[src/rtl/uart_tx.sv]
// -----------------------------------------------------------------------------
// uart_tx - UART transmit engine (8N1, or 8E1 with the parity option).
//
// Serialises one byte per accepted request: start bit (0), eight data bits
// LSB first, optional even-parity bit, stop bit (1). Bit timing is derived
// from sysclk by a free-standing bit-period counter (no external baud tick).
//
// Optional feature macro: UART_TX_PARITY_EN
//   defined   -> a PARITY state sits between DATA and STOP and drives the XOR
//                of the eight latched data bits; frame is 11 bit periods.
//   undefined -> DATA goes straight to STOP; frame is 10 bit periods.
//
// Parameters:
//   CLKS_PER_BIT  sysclk cycles per bit (2..65535)
//   CNT_W         bit-period counter width; must hold CLKS_PER_BIT-1
//
// Ports:
//   sysclk    in   system clock, rising edge
//   reset     in   asynchronous, active-high reset
//   tx_data   in   byte to send, sampled only in the accepting cycle
//   tx_start  in   send request, level-sampled while idle
//   tx_busy   out  high while a frame is in progress
//   tx_done   out  one-cycle pulse when the stop bit completes
//   uart_txd  out  serial line, idles high
//
// All outputs come straight from flops; there is no input-to-output path.
// -----------------------------------------------------------------------------
module uart_tx #(
    parameter int CLKS_PER_BIT = 10416,
    parameter int CNT_W        = 16
) (
    input  logic       sysclk,
    input  logic       reset,
    input  logic [7:0] tx_data,
    input  logic       tx_start,
    output logic       tx_busy,
    output logic       tx_done,
    output logic       uart_txd
);

    typedef enum logic [2:0] {
        S_IDLE,
        S_START,
        S_DATA,
`ifdef UART_TX_PARITY_EN
        S_PARITY,
`endif
        S_STOP
    } state_e;

    localparam logic [CNT_W-1:0] LAST_CNT = CNT_W'(CLKS_PER_BIT - 1);

    state_e           state_q,   state_d;
    logic [CNT_W-1:0] cnt_q,     cnt_d;
    logic [2:0]       bit_idx_q, bit_idx_d;
    logic [7:0]       shift_q,   shift_d;
    logic             txd_q,     txd_d;
    logic             busy_q,    busy_d;
    logic             done_q,    done_d;
`ifdef UART_TX_PARITY_EN
    // Parity is captured at acceptance because the shift register is
    // consumed while the data bits go out.
    logic             parity_q,  parity_d;
`endif

    logic bit_end;
    assign bit_end = (cnt_q == LAST_CNT);

    // Next-state logic. Outputs are computed for the state being entered so
    // that the registered line changes on the very edge the state changes.
    always_comb begin
        // NOTE: every signal gets a default first so no path leaves one
        // unassigned; that is what keeps this block from inferring latches.
        state_d   = state_q;
        cnt_d     = cnt_q + CNT_W'(1);
        bit_idx_d = bit_idx_q;
        shift_d   = shift_q;
        txd_d     = txd_q;
        busy_d    = busy_q;
        done_d    = 1'b0;
`ifdef UART_TX_PARITY_EN
        parity_d  = parity_q;
`endif

        case (state_q)
            S_IDLE: begin
                cnt_d     = '0;
                bit_idx_d = '0;
                txd_d     = 1'b1;
                busy_d    = 1'b0;
                if (tx_start) begin
                    state_d  = S_START;
                    shift_d  = tx_data;
                    txd_d    = 1'b0;
                    busy_d   = 1'b1;
`ifdef UART_TX_PARITY_EN
                    parity_d = ^tx_data;
`endif
                end
            end

            S_START: begin
                if (bit_end) begin
                    state_d = S_DATA;
                    cnt_d   = '0;
                    txd_d   = shift_q[0];
                end
            end

            S_DATA: begin
                if (bit_end) begin
                    cnt_d = '0;
                    if (bit_idx_q == 3'd7) begin
                        bit_idx_d = '0;
`ifdef UART_TX_PARITY_EN
                        state_d   = S_PARITY;
                        txd_d     = parity_q;
`else
                        state_d   = S_STOP;
                        txd_d     = 1'b1;
`endif
                    end else begin
                        bit_idx_d = bit_idx_q + 3'd1;
                        shift_d   = {1'b0, shift_q[7:1]};
                        txd_d     = shift_q[1];
                    end
                end
            end

`ifdef UART_TX_PARITY_EN
            S_PARITY: begin
                if (bit_end) begin
                    state_d = S_STOP;
                    cnt_d   = '0;
                    txd_d   = 1'b1;
                end
            end
`endif

            S_STOP: begin
                if (bit_end) begin
                    state_d = S_IDLE;
                    cnt_d   = '0;
                    txd_d   = 1'b1;
                    busy_d  = 1'b0;
                    done_d  = 1'b1;
                end
            end

            default: begin
                state_d   = S_IDLE;
                cnt_d     = '0;
                bit_idx_d = '0;
                txd_d     = 1'b1;
                busy_d    = 1'b0;
            end
        endcase
    end

    always_ff @(posedge sysclk or posedge reset) begin
        if (reset) begin
            state_q   <= S_IDLE;
            cnt_q     <= '0;
            bit_idx_q <= '0;
            shift_q   <= '0;
            txd_q     <= 1'b1;
            busy_q    <= 1'b0;
            done_q    <= 1'b0;
`ifdef UART_TX_PARITY_EN
            parity_q  <= 1'b0;
`endif
        end else begin
            // NOTE: non-blocking assignments so every flop samples the
            // pre-edge values, independent of statement order.
            state_q   <= state_d;
            cnt_q     <= cnt_d;
            bit_idx_q <= bit_idx_d;
            shift_q   <= shift_d;
            txd_q     <= txd_d;
            busy_q    <= busy_d;
            done_q    <= done_d;
`ifdef UART_TX_PARITY_EN
            parity_q  <= parity_d;
`endif
        end
    end

    assign uart_txd = txd_q;
    assign tx_busy  = busy_q;
    assign tx_done  = done_q;

endmodule

[config.mk]
export PLATFORM = sky130hd
export DESIGN_NAME = uart_tx
export DESIGN_NICKNAME = d
export VERILOG_FILES = /design/src/rtl/uart_tx.sv
export SDC_FILE = /design/constraint.sdc
export NUM_CORES = 1
export LEC_CHECK = 0
export ABC_AREA = 1
export BUFFER_PORTS_ARGS = -buffer_cell sky130_fd_sc_hd__buf_2
export CELL_PAD_IN_SITES_DETAIL_PLACEMENT = 1
export CELL_PAD_IN_SITES_GLOBAL_PLACEMENT = 2
export CORE_AREA = 5 5 82 84
export CTS_CLUSTER_DIAMETER = 50
export DETAILED_ROUTE_END_ITERATION = 8
export DIE_AREA = 0 0 87 89
export HOLD_SLACK_MARGIN = 0.02
export PLACE_DENSITY = 0.7
export SLEW_MARGIN = 20
export SYNTH_ARGS = -nofsm -noshare
export SYNTH_HDL_FRONTEND = slang
export SYNTH_SLANG_ARGS = --single-unit
[constraint.sdc]
create_clock -name sysclk -period 1.5 [get_ports sysclk]
set_clock_uncertainty 0.1 [all_clocks]
set_input_delay 0.3 -clock sysclk [delete_from_list [all_inputs] [get_ports sysclk]]
set_output_delay 0.3 -clock sysclk [all_outputs]
set_load 0.02 [all_outputs]
==> results of run 1 <==
[what timing repair did]
item                       4_1_cts  5_1_grt
setup buffers                    2        4
hold endpoints to repair        31        0
cloned                           0        1
gates resized for setup         30       21
setup endpoints to repair       26       24
hold buffers                     1        0
pin swaps                       13       13
[layout make-up]
cell class	instances	area, sq um	share of cell area [%]
Clock inverter	1	30.03	1.152
Multi-Input combinational cell	177	1089	41.75
Tap cell	75	93.84	3.599
Inverter	22	82.58	3.167
Clock buffer	7	96.34	3.695
Sequential cell	32	803.3	30.81
Timing Repair Buffer	53	412.9	15.83
[cells in the final DEF, fill, tap and decap left out, types with 2 or more instances in the layout]
cell	Yosys	layout
a21oi_1	3	2
inv_1	18	16
inv_2	4	6
nand2_1	78	71
nor2_4	0	2
nand3_2	0	4
buf_12	0	3
ha_2	0	2
xor2_1	3	3
nor3_4	0	2
ha_4	0	5
nand2_2	4	8
nor2_2	0	3
o21ai_1	5	6
nand3_1	8	3
o21bai_1	2	2
nand3_4	1	2
dfrtp_1	31	30
buf_4	0	34
buf_6	2	2
nor3_1	6	3
nor3_2	2	3
nand4_1	12	12
nand2_4	1	3
clkbuf_8	0	7
nor2_1	36	31
buf_2	1	13
[cells by family (layout without fill, tap and decap cells)]
family | after synthesis | after routing | share of synthesized area, %
DFF | 32 | 32 | 44.79
adders and majority gates | 8 | 8 | 5.591
AOI/OAI and AO/OA | 13 | 14 | 4.053
xor gates and xnor gates | 3 | 3 | 1.468
and+or+nand+nor | 152 | 152 | 37.74
buffers and inverters | 26 | 83 | 6.358
[sequential cells by signal, indices dropped and copies added (netlist names)]
name	count
cnt_q	16
state_q	2
shift_q	8
tx_busy	1
uart_txd	1
tx_done	1
bit_idx_q	3
[how the worst min path moves through the flow]
stage                from  slack [ns]           end
3_3_place_gp        reset        0.26    shift_q[5]
3_5_place_dp        reset        0.26    shift_q[5]
5_1_grt        tx_data[7]        0.19    shift_q[7]
6_report       tx_data[7]        0.18    shift_q[7]
4_1_cts        tx_data[7]        0.17    shift_q[7]
2_1_floorplan       reset        0.32  bit_idx_q[0]
[layer usage]
layer / vias to the layer above / GRT usage, %
met1: 797 / 16.67
met5: - / 0
met2: 12 / 24.50
met3: 7 / 3.318
met4: 0 / 4.249
li1: 860 / -
[through the flow]
step | cell area [sq um] | setup slack (ns) | hold slack (ns) | TNS [ns] | cells
3_3_place_gp | 2203 | -0.09433 | 0.2598 | -1.048 | 351
4_1_cts | 2480 | -0.004746 | 0.1728 | -0.004746 | 362
5_1_grt | 2608 | -0.07647 | 0.1867 | -1.111 | 367
2_1_floorplan | 1794 | -0.1381 | 0.3155 | -1.107 | 234
6_report | 2608 | 0.01906 | 0.1787 | 0 | 367
3_5_place_dp | 2203 | -0.1751 | 0.2645 | -2.098 | 351
[where the power goes]
group | leakage (nW) | total (mW) | internal, mW | switching (mW)
Combinational | 0.812 | 2.27 | 1.06 | 1.21
Sequential | 0.422 | 1.25 | 1.09 | 0.156
Clock | 0.0645 | 0.924 | 0.586 | 0.338
Total | 1.30 | 4.45 | 2.75 | 1.70
[worst reg2reg max path: stages (launching register included)]
cell and delay, ns:
dfrtp_1 0.43, inv_2 0.09, ha_4 0.14, inv_2 0.04, or2_4 0.23, o21a_4 0.15
nand3_4 0.14, nand2_1 0.07, nand2_1 0.06
==> flow_summary.json, run 1 <==
{
  "grt_pass1_vias": 1802,
  "synth.most_common_cell": "nand2_1",
  "vias": 1676,
  "worstHoldPathCells": 3,
  "cts.clk_slew.worst_paths_ns": 0.07,
  "first_pass_iters": 4,
  "design.portCount": 14,
  "drc": 0,
  "synth_warnings": 0,
  "tightest_slew_ns": 0.2365,
  "status": "finished, final reports clean",
  "initial_core_util_pct": 30.60,
  "n_fill_cell": 716,
  "initialDrtViolationCount": 37,
  "crit_type": "flip-flop to flip-flop",
  "ys_top_cells_by_count": "nand2_1, nor2_1, dfrtp_1",
  "fmax_mhz": 675.2,
  "gp_congestion": 0.8056,
  "fin_nets": 310,
  "power_mw": 4.446,
  "wl_met1_mm": 2.064,
  "setup_viol": 0,
  "cts_tree": "yes",
  "ir_drop_mv": 1.200,
  "cts_made_buffers": 5,
  "synth_seq_cells": 32,
  "period_share_pct": 98.73,
  "required_ns": 1.63,
  "core-area_sq_um": 5851,
  "track_usage_pct": 13.87,
  "critPathSlowestCell": "dfrtp_1",
  "slew_headroom_pct": 84.18,
  "regToRegEndpoint": "shift_q[7]",
  "cp_num_cells": 8,
  "synth_area_leader_cell": "dfrtp_1",
  "grt-ovfl-total": 0,
  "port-buffer-count": 13,
  "rsz0062_at_grt": "yes",
  "reg2reg_slack_ns": 0.02,
  "insertion_delay_ns": 0.29,
  "grt_max_degree": 33,
  "wl_met3_microns": 99,
  "r2r_cells": 8,
  "wl_per_cell_microns": 12.83,
  "grt_antenna_before_repair": 0,
  "cpPeakStageDelay_ns": 0.43,
  "endpoint": "shift_q[7]",
  "htreeDepth": 2,
  "die_h_microns": 89,
  "crit_start": "state_q[1]",
  "synth_nets": 253,
  "powerDensity_nw_per_um2": 1705,
  "diodes": 0,
  "synth_top_area_share_pct": 43.33,
  "leakage_nw": 1.299,
  "finish.utilization_pct": 44.57,
  "postSynthCellCount": 234,
  "yosysSeqAreaShare_pct": 44.79,
  "highest_layer": "met4",
  "synth_area_per_cell_sq_um": 7.652,
  "synth_edf_count": 0,
  "synth_area_leaders": "dfrtp_1, nand2_1, nor2_1, ha_1, nand4_1",
  "synthArstFlopShare_pct": 100.0,
  "drive_above_1_share_pct": 37.33,
  "slew_viol_final": 0,
  "worstPathCellList": "inv_2, ha_4, inv_2, or2_4, o21a_4, nand3_4, nand2_1, nand2_1",
  "r2r-start": "state_q[1]",
  "synth_cell_types": 27,
  "path_max_fanout": 8,
  "viasPerCell": 4.567,
  "cts_root_buffer": "clkbuf_8",
  "fin_crit_ns": 1.481,
  "rows": 28,
  "critPathTopFamily": "simple AND/OR/NAND/NOR gates",
  "areaGrowthSynthToFinish_pct": 45.63,
  "grt_pass1_wl_mm": 8.293,
  "finalHoldViolCount": 0,
  "arrival_ns": 1.61,
  "dr_wl_met2_mm": 2.477,
  "netlist_area_sq_um": 1790,
  "wl_mm": 4.707,
  "synth_ff_type": "dfrtp_1",
  "crit_path_end_kind": "flip-flop",
  "ant_nets": 0,
  "setup.worst_path.start_class": "flip-flop",
  "dp_hpwl_mm": 3.464,
  "dieArea_sq_um": 7743,
  "die_x_microns": 87,
  "clockBufferDepth": 2,
  "cts_sinks": 32,
  "hp-class": "primary input to flip-flop",
  "critPathBufInv": 2,
  "drv_cap": 0
}
No activity file was read; power rests on OpenSTA's default activity.
==> inputs of run 2 (changes only) <==
--- a/config.mk
+++ b/config.mk
@@ -15,6 +15,7 @@
 export DIE_AREA = 0 0 87 89
 export HOLD_SLACK_MARGIN = 0.02
 export PLACE_DENSITY = 0.7
+export SETUP_SLACK_MARGIN = 0.05
 export SLEW_MARGIN = 20
 export SYNTH_ARGS = -nofsm -noshare
 export SYNTH_HDL_FRONTEND = slang
==> flow_summary.json, run 2 (synthesis gave the netlist of run 1 again) <==
{
  "status": "finished, final reports clean",
  "cts_tree": "yes",
  "arrival_ns": 1.61,
  "dieArea_sq_um": 7743,
  "hp-class": "primary input to flip-flop",
  "drv_cap": 0,
  "grt_antenna_before_repair": 0,
  "crit_path_end_kind": "flip-flop",
  "crit_type": "flip-flop to flip-flop",
  "die_x_microns": 87,
  "power.switching_mw": 1.777,
  "wl_per_cell_microns": 13.30,
  "fmax_mhz": 672.1,
  "setup_viol": 0,
  "mostFrequentLayoutCells": "nand2_1, buf_4, nor2_1, dfrtp_1",
  "r2r_cells": 8,
  "leakage_nw": 1.299,
  "setup.worst_path.start_class": "flip-flop",
  "p_comb_share_pct": 56.7,
  "vias": 1684,
  "initialDrtViolationCount": 40,
  "period_share_pct": 99.18,
  "track_usage_pct": 13.93,
  "initial_core_util_pct": 30.60,
  "viasPerCell": 4.539,
  "cts_root_buffer": "clkbuf_8",
  "slew_headroom_pct": 82.76,
  "cp_num_cells": 8,
  "required_ns": 1.62,
  "fin_crit_ns": 1.488,
  "n_fill_cell": 723,
  "endpoint": "shift_q[1]",
  "setup_slack_ns": 0.01223,
  "drive_above_1_share_pct": 40.88,
  "htreeDepth": 2,
  "areaGrowthSynthToFinish_pct": 48.50,
  "largest_register_ffs": 16,
  "switching_share_pct": 40.42,
  "design.portCount": 14,
  "cts_made_buffers": 5,
  "power_mw": 4.398,
  "clockBufferDepth": 2,
  "insertion_delay_ns": 0.29,
  "grt_pass1_wl_mm": 8.335,
  "share_seq_of_total_power_pct": 28.4,
  "critPathSlowestCell": "dfrtp_1",
  "drc": 0,
  "dp_hpwl_mm": 3.458,
  "rows": 28,
  "power_frac_clock_pct": 14.9,
  "diodes": 0,
  "place_ws_ns": -0.1898,
  "top_regs": "cnt_q: 16 flops, shift_q: 8 flops, bit_idx_q: 3 flops",
  "r2r-start": "state_q[0]",
  "grt_pass1_vias": 1824,
  "tightest_slew_ns": 0.2577,
  "crit_start": "state_q[0]",
  "grt-ovfl-total": 0,
  "final_common_cell": "nand2_1",
  "core-area_sq_um": 5851,
  "die_h_microns": 89,
  "cts.clk_slew.worst_paths_ns": 0.06,
  "largest_register": "cnt_q",
  "cpPeakStageDelay_ns": 0.40,
  "worstPathCellList": "inv_2, ha_4, inv_2, or2_4, o21a_4, nand3_4, nand2_1, nand2_1",
  "place_area_sq_um": 2221,
  "cts_sinks": 32,
  "reg2reg_slack_ns": 0.01,
  "wl_mm": 4.933,
  "finalHoldViolCount": 0,
  "slew_viol_final": 0,
  "ir_drop_mv": 1.131,
  "critPathTopFamily": "simple AND/OR/NAND/NOR gates",
  "first_pass_iters": 2,
  "path_max_fanout": 8,
  "stdcell_area_sq_um": 2659,
  "fin_nets": 314,
  "grt_max_degree": 33,
  "gp_congestion": 0.7680,
  "powerDensity_nw_per_um2": 1654,
  "critPathBufInv": 2,
  "internal_power_mw": 2.621,
  "rsz0062_at_grt": "yes",
  "regToRegEndpoint": "shift_q[1]",
  "ant_nets": 0,
  "port-buffer-count": 13
}
## run 2: cell count changes in the layout (fill, tap and decap cells not counted), sizes merged
cell    before  now
clkbuf       7    8
buf         52   56
bufinv       1    0
## run 2: power groups by stage
stage	Combinational [mW]	Clock, mW	Sequential, mW
2_1_floorplan	1.14	0	1.25
3_3_place_gp	1.94	0	1.22
3_5_place_dp	1.99	0	1.23
4_1_cts	2.28	0.688	1.22
5_1_grt	2.76	0.728	1.27
6_report	2.49	0.656	1.25
## run 2: worst min path at each step
stage	endpoint	from	cells after the start
after floorplan	bit_idx_q[0]	reset	1
after global placement	shift_q[5]	reset	3
after detailed placement	cnt_q[1]	reset	3
after CTS	shift_q[7]	tx_data[7]	3
after global routing	shift_q[7]	tx_data[7]	3
final	shift_q[7]	tx_data[7]	3
## run 2: worst reg2reg max path: stages (launching register included)
cell and delay, ns:
dfrtp_1 0.40, inv_2 0.11, ha_4 0.15, inv_2 0.04, or2_4 0.25, o21a_4 0.15, nand3_4 0.11, nand2_1 0.07
nand2_1 0.05
## run 2: metrics by stage
stage / setup TNS [ns] / hold WS, ns / util (%) / instances
after CTS: 0 / 0.1803 / 42.88 / 366
after global placement: -0.9934 / 0.2607 / 37.96 / 353
final: 0 / 0.1850 / 45.44 / 371
after detailed placement: -2.376 / 0.2647 / 37.96 / 353
after floorplan: -1.107 / 0.3155 / - / 234
after global routing: -0.6671 / 0.1928 / 45.44 / 371
## run 2: cell type report
type                       count  area, sq um  area share [%]
timing repair buffer          57        461.7           17.36
tap                           75        93.84           3.529
inverter                      22        85.08           3.200
multi-input combinational    177         1134           42.64
sequential                    32        804.5           30.26
clock buffer                   8        80.08           3.012
## run 2: repair_timing
action,CTS,global route
setup buffers,4,4
cloned,0,1
resized for setup,41,30
hold endpoints to repair,31,0
hold buffers,1,0
setup endpoints to repair,27,31
pin swaps,22,13
## run 2: layer usage
| layer | up-vias | wire length [microns] | GRT usage, % |
|---|---|---|---|
| met4 | 0 | 59 | 3.824 |
| met1 | 800 | 2151 | 15.56 |
| met5 | - | 0 | 0 |
| met2 | 13 | 2604 | 26.02 |
| li1 | 864 | - | - |
| met3 | 7 | 118 | 3.687 |
==> inputs of run 3 (changes only) <==
--- a/config.mk
+++ b/config.mk
@@ -9,12 +9,12 @@
 export BUFFER_PORTS_ARGS = -buffer_cell sky130_fd_sc_hd__buf_2
 export CELL_PAD_IN_SITES_DETAIL_PLACEMENT = 1
 export CELL_PAD_IN_SITES_GLOBAL_PLACEMENT = 2
-export CORE_AREA = 5 5 82 84
+export CORE_AREA = 5 5 76 78
 export CTS_CLUSTER_DIAMETER = 50
 export DETAILED_ROUTE_END_ITERATION = 8
-export DIE_AREA = 0 0 87 89
+export DIE_AREA = 0 0 81 83
 export HOLD_SLACK_MARGIN = 0.02
-export PLACE_DENSITY = 0.7
+export PLACE_DENSITY = 0.78
 export SETUP_SLACK_MARGIN = 0.05
 export SLEW_MARGIN = 20
 export SYNTH_ARGS = -nofsm -noshare
==> constraint.sdc (replaced) <==
create_clock -name sysclk -period 1.9 [get_ports sysclk]
set_clock_uncertainty 0.1 [all_clocks]
set_input_delay 0.38 -clock sysclk [delete_from_list [all_inputs] [get_ports sysclk]]
set_output_delay 0.38 -clock sysclk [all_outputs]
set_load 0.02 [all_outputs]
==> flow_summary.json, run 3 (synthesis gave the netlist of run 1 again) <==
{
  "slew_viol_final": 0,
  "cts_made_buffers": 5,
  "clockBufferDepth": 2,
  "initialDrtViolationCount": 35,
  "status": "finished, final reports clean",
  "design.portCount": 14,
  "place_ws_ns": 0.07112,
  "initial_core_util_pct": 35.74,
  "cpPeakStageDelay_ns": 0.42,
  "die_x_microns": 81,
  "htreeDepth": 2,
  "largest_register": "cnt_q",
  "regToRegEndpoint": "shift_q[0]",
  "cts_tree": "yes",
  "top_regs": "cnt_q: 16 flops, shift_q: 8 flops, bit_idx_q: 3 flops",
  "die_h_microns": 83,
  "dp_hpwl_mm": 3.202,
  "first_pass_iters": 3,
  "finalHoldViolCount": 0,
  "drv_cap": 0,
  "critPathSlowestCell": "dfrtp_1",
  "whs_ns": 0.08431,
  "stdcell_area_sq_um": 2057,
  "dp_cells": 318,
  "fin_cells": 329,
  "crit_type": "flip-flop to flip-flop",
  "period_share_pct": 89.83,
  "rsz0062_at_grt": "no",
  "largest_register_ffs": 16,
  "port-buffer-count": 13,
  "arrival_ns": 1.78,
  "power_mw": 2.700,
  "ant_nets": 0,
  "slew_headroom_pct": 72.28,
  "worstPathCellList": "inv_1, ha_1, inv_2, or2_4, o21a_2, nand3_4, nand2_1, nand2_1",
  "wl_mm": 4.262,
  "grt_pass1_wl_mm": 7.472,
  "cts_root_buffer": "clkbuf_8",
  "place_area_sq_um": 1949,
  "cts.clk_slew.worst_paths_ns": 0.07,
  "grt_pass1_vias": 1705,
  "tns_ns": 0,
  "finish.utilization_pct": 41.06,
  "areaGrowthSynthToFinish_pct": 14.88,
  "dieArea_sq_um": 6723,
  "mostFrequentLayoutCells": "nand2_1, nor2_1, dfrtp_1, inv_1, buf_2",
  "vias": 1528,
  "reg2reg_slack_ns": 0.19,
  "diodes": 0,
  "ir_drop_mv": 0.5170,
  "setup_viol": 0,
  "regArea_sq_um": 802.0,
  "drive_above_1_share_pct": 16.99,
  "cp_common_cell": "nand2_1",
  "grt-ovfl-total": 0,
  "rows": 26,
  "critPathTopFamily": "simple AND/OR/NAND/NOR gates",
  "wl_per_cell_microns": 12.95,
  "n_fill_cell": 680,
  "viasPerCell": 4.644,
  "fin_nets": 277,
  "setup.worst_path.start_class": "flip-flop",
  "crit_path_end_kind": "flip-flop",
  "gp_congestion": 0.7659,
  "r2r-start": "state_q[0]",
  "grt_antenna_before_repair": 0,
  "setup_slack_ns": 0.1933,
  "core-area_sq_um": 5010,
  "drc": 0,
  "multi_input_area_sq_um": 878.3,
  "r2r_cells": 8,
  "hp-class": "primary input to asynchronous set/reset pin",
  "fin_crit_ns": 1.707,
  "powerDensity_nw_per_um2": 1313,
  "insertion_delay_ns": 0.29,
  "tightest_slew_ns": 0.4158,
  "critPathBufInv": 2,
  "final_common_cell": "nand2_1",
  "path_max_fanout": 9,
  "leakage_nw": 1.022,
  "cts_sinks": 32,
  "track_usage_pct": 14.18,
  "required_ns": 1.98,
  "grt_max_degree": 33,
  "fmax_mhz": 585.9
}
==> run 3: cell types whose count changed in the layout (fill, tap and decap cells not counted), moves of 4 or more <==
cell     before  now
nand3_1       1    8
nand2_2      12    4
ha_4          5    0
buf_6         7    0
nor2_1       30   35
nand3_2       6    0
ha_1          1    8
buf_4        33    8
nand2_1      67   78
inv_1        13   18
inv_2         8    4
==> run 3: what timing repair did <==
| item | in CTS | in global routing |
|---|---|---|
| setup buffers | 0 | 3 |
| endpoints found under the setup margin | 0 | 12 |
| hold buffers | 0 | 0 |
| resized for setup | 0 | 2 |
==> run 3: report_power, final <==
group	internal, mW	switching (mW)
clock network	0.257	0.257
logic	0.448	0.754
registers	0.864	0.119
==> run 3: cell type report <==
cell class,instances,share of cell area (%)
repair buffers,21,6.083
clock buffers,7,3.710
clock inverters,1,0.2433
well taps,70,4.258
flip-flops and latches,32,38.99
inverters,22,4.015
multi-input cells,176,42.70
==> run 3: tightest hold or removal path, delay by kind of cell <==
family | cells | cell delay [ns]
buffers and inverters | 3 | 0.51
==> run 3: how the worst max path moves through the flow <==
stage | startpoint | endpoint | slack (ns) | depth (start not counted)
global route | state_q[0] | shift_q[4] | 0.05 | 8
detailed placement | state_q[0] | shift_q[2] | 0.07 | 8
CTS | state_q[0] | shift_q[7] | 0.07 | 8
global placement | cnt_q[0] | cnt_q[13] | 0.12 | 8
floorplan | state_q[0] | shift_q[7] | 0.26 | 10
finish | state_q[0] | shift_q[0] | 0.19 | 8
==> run 3: routing by layer <==
metal | GRT usage (%) | wire (microns) | part of all wire, %
met5 | 0 | 0 | 0
met4 | 6.452 | 67 | 1.6
met3 | 2.706 | 93 | 2.2
met2 | 24.42 | 2161 | 51
met1 | 16.63 | 1940 | 46
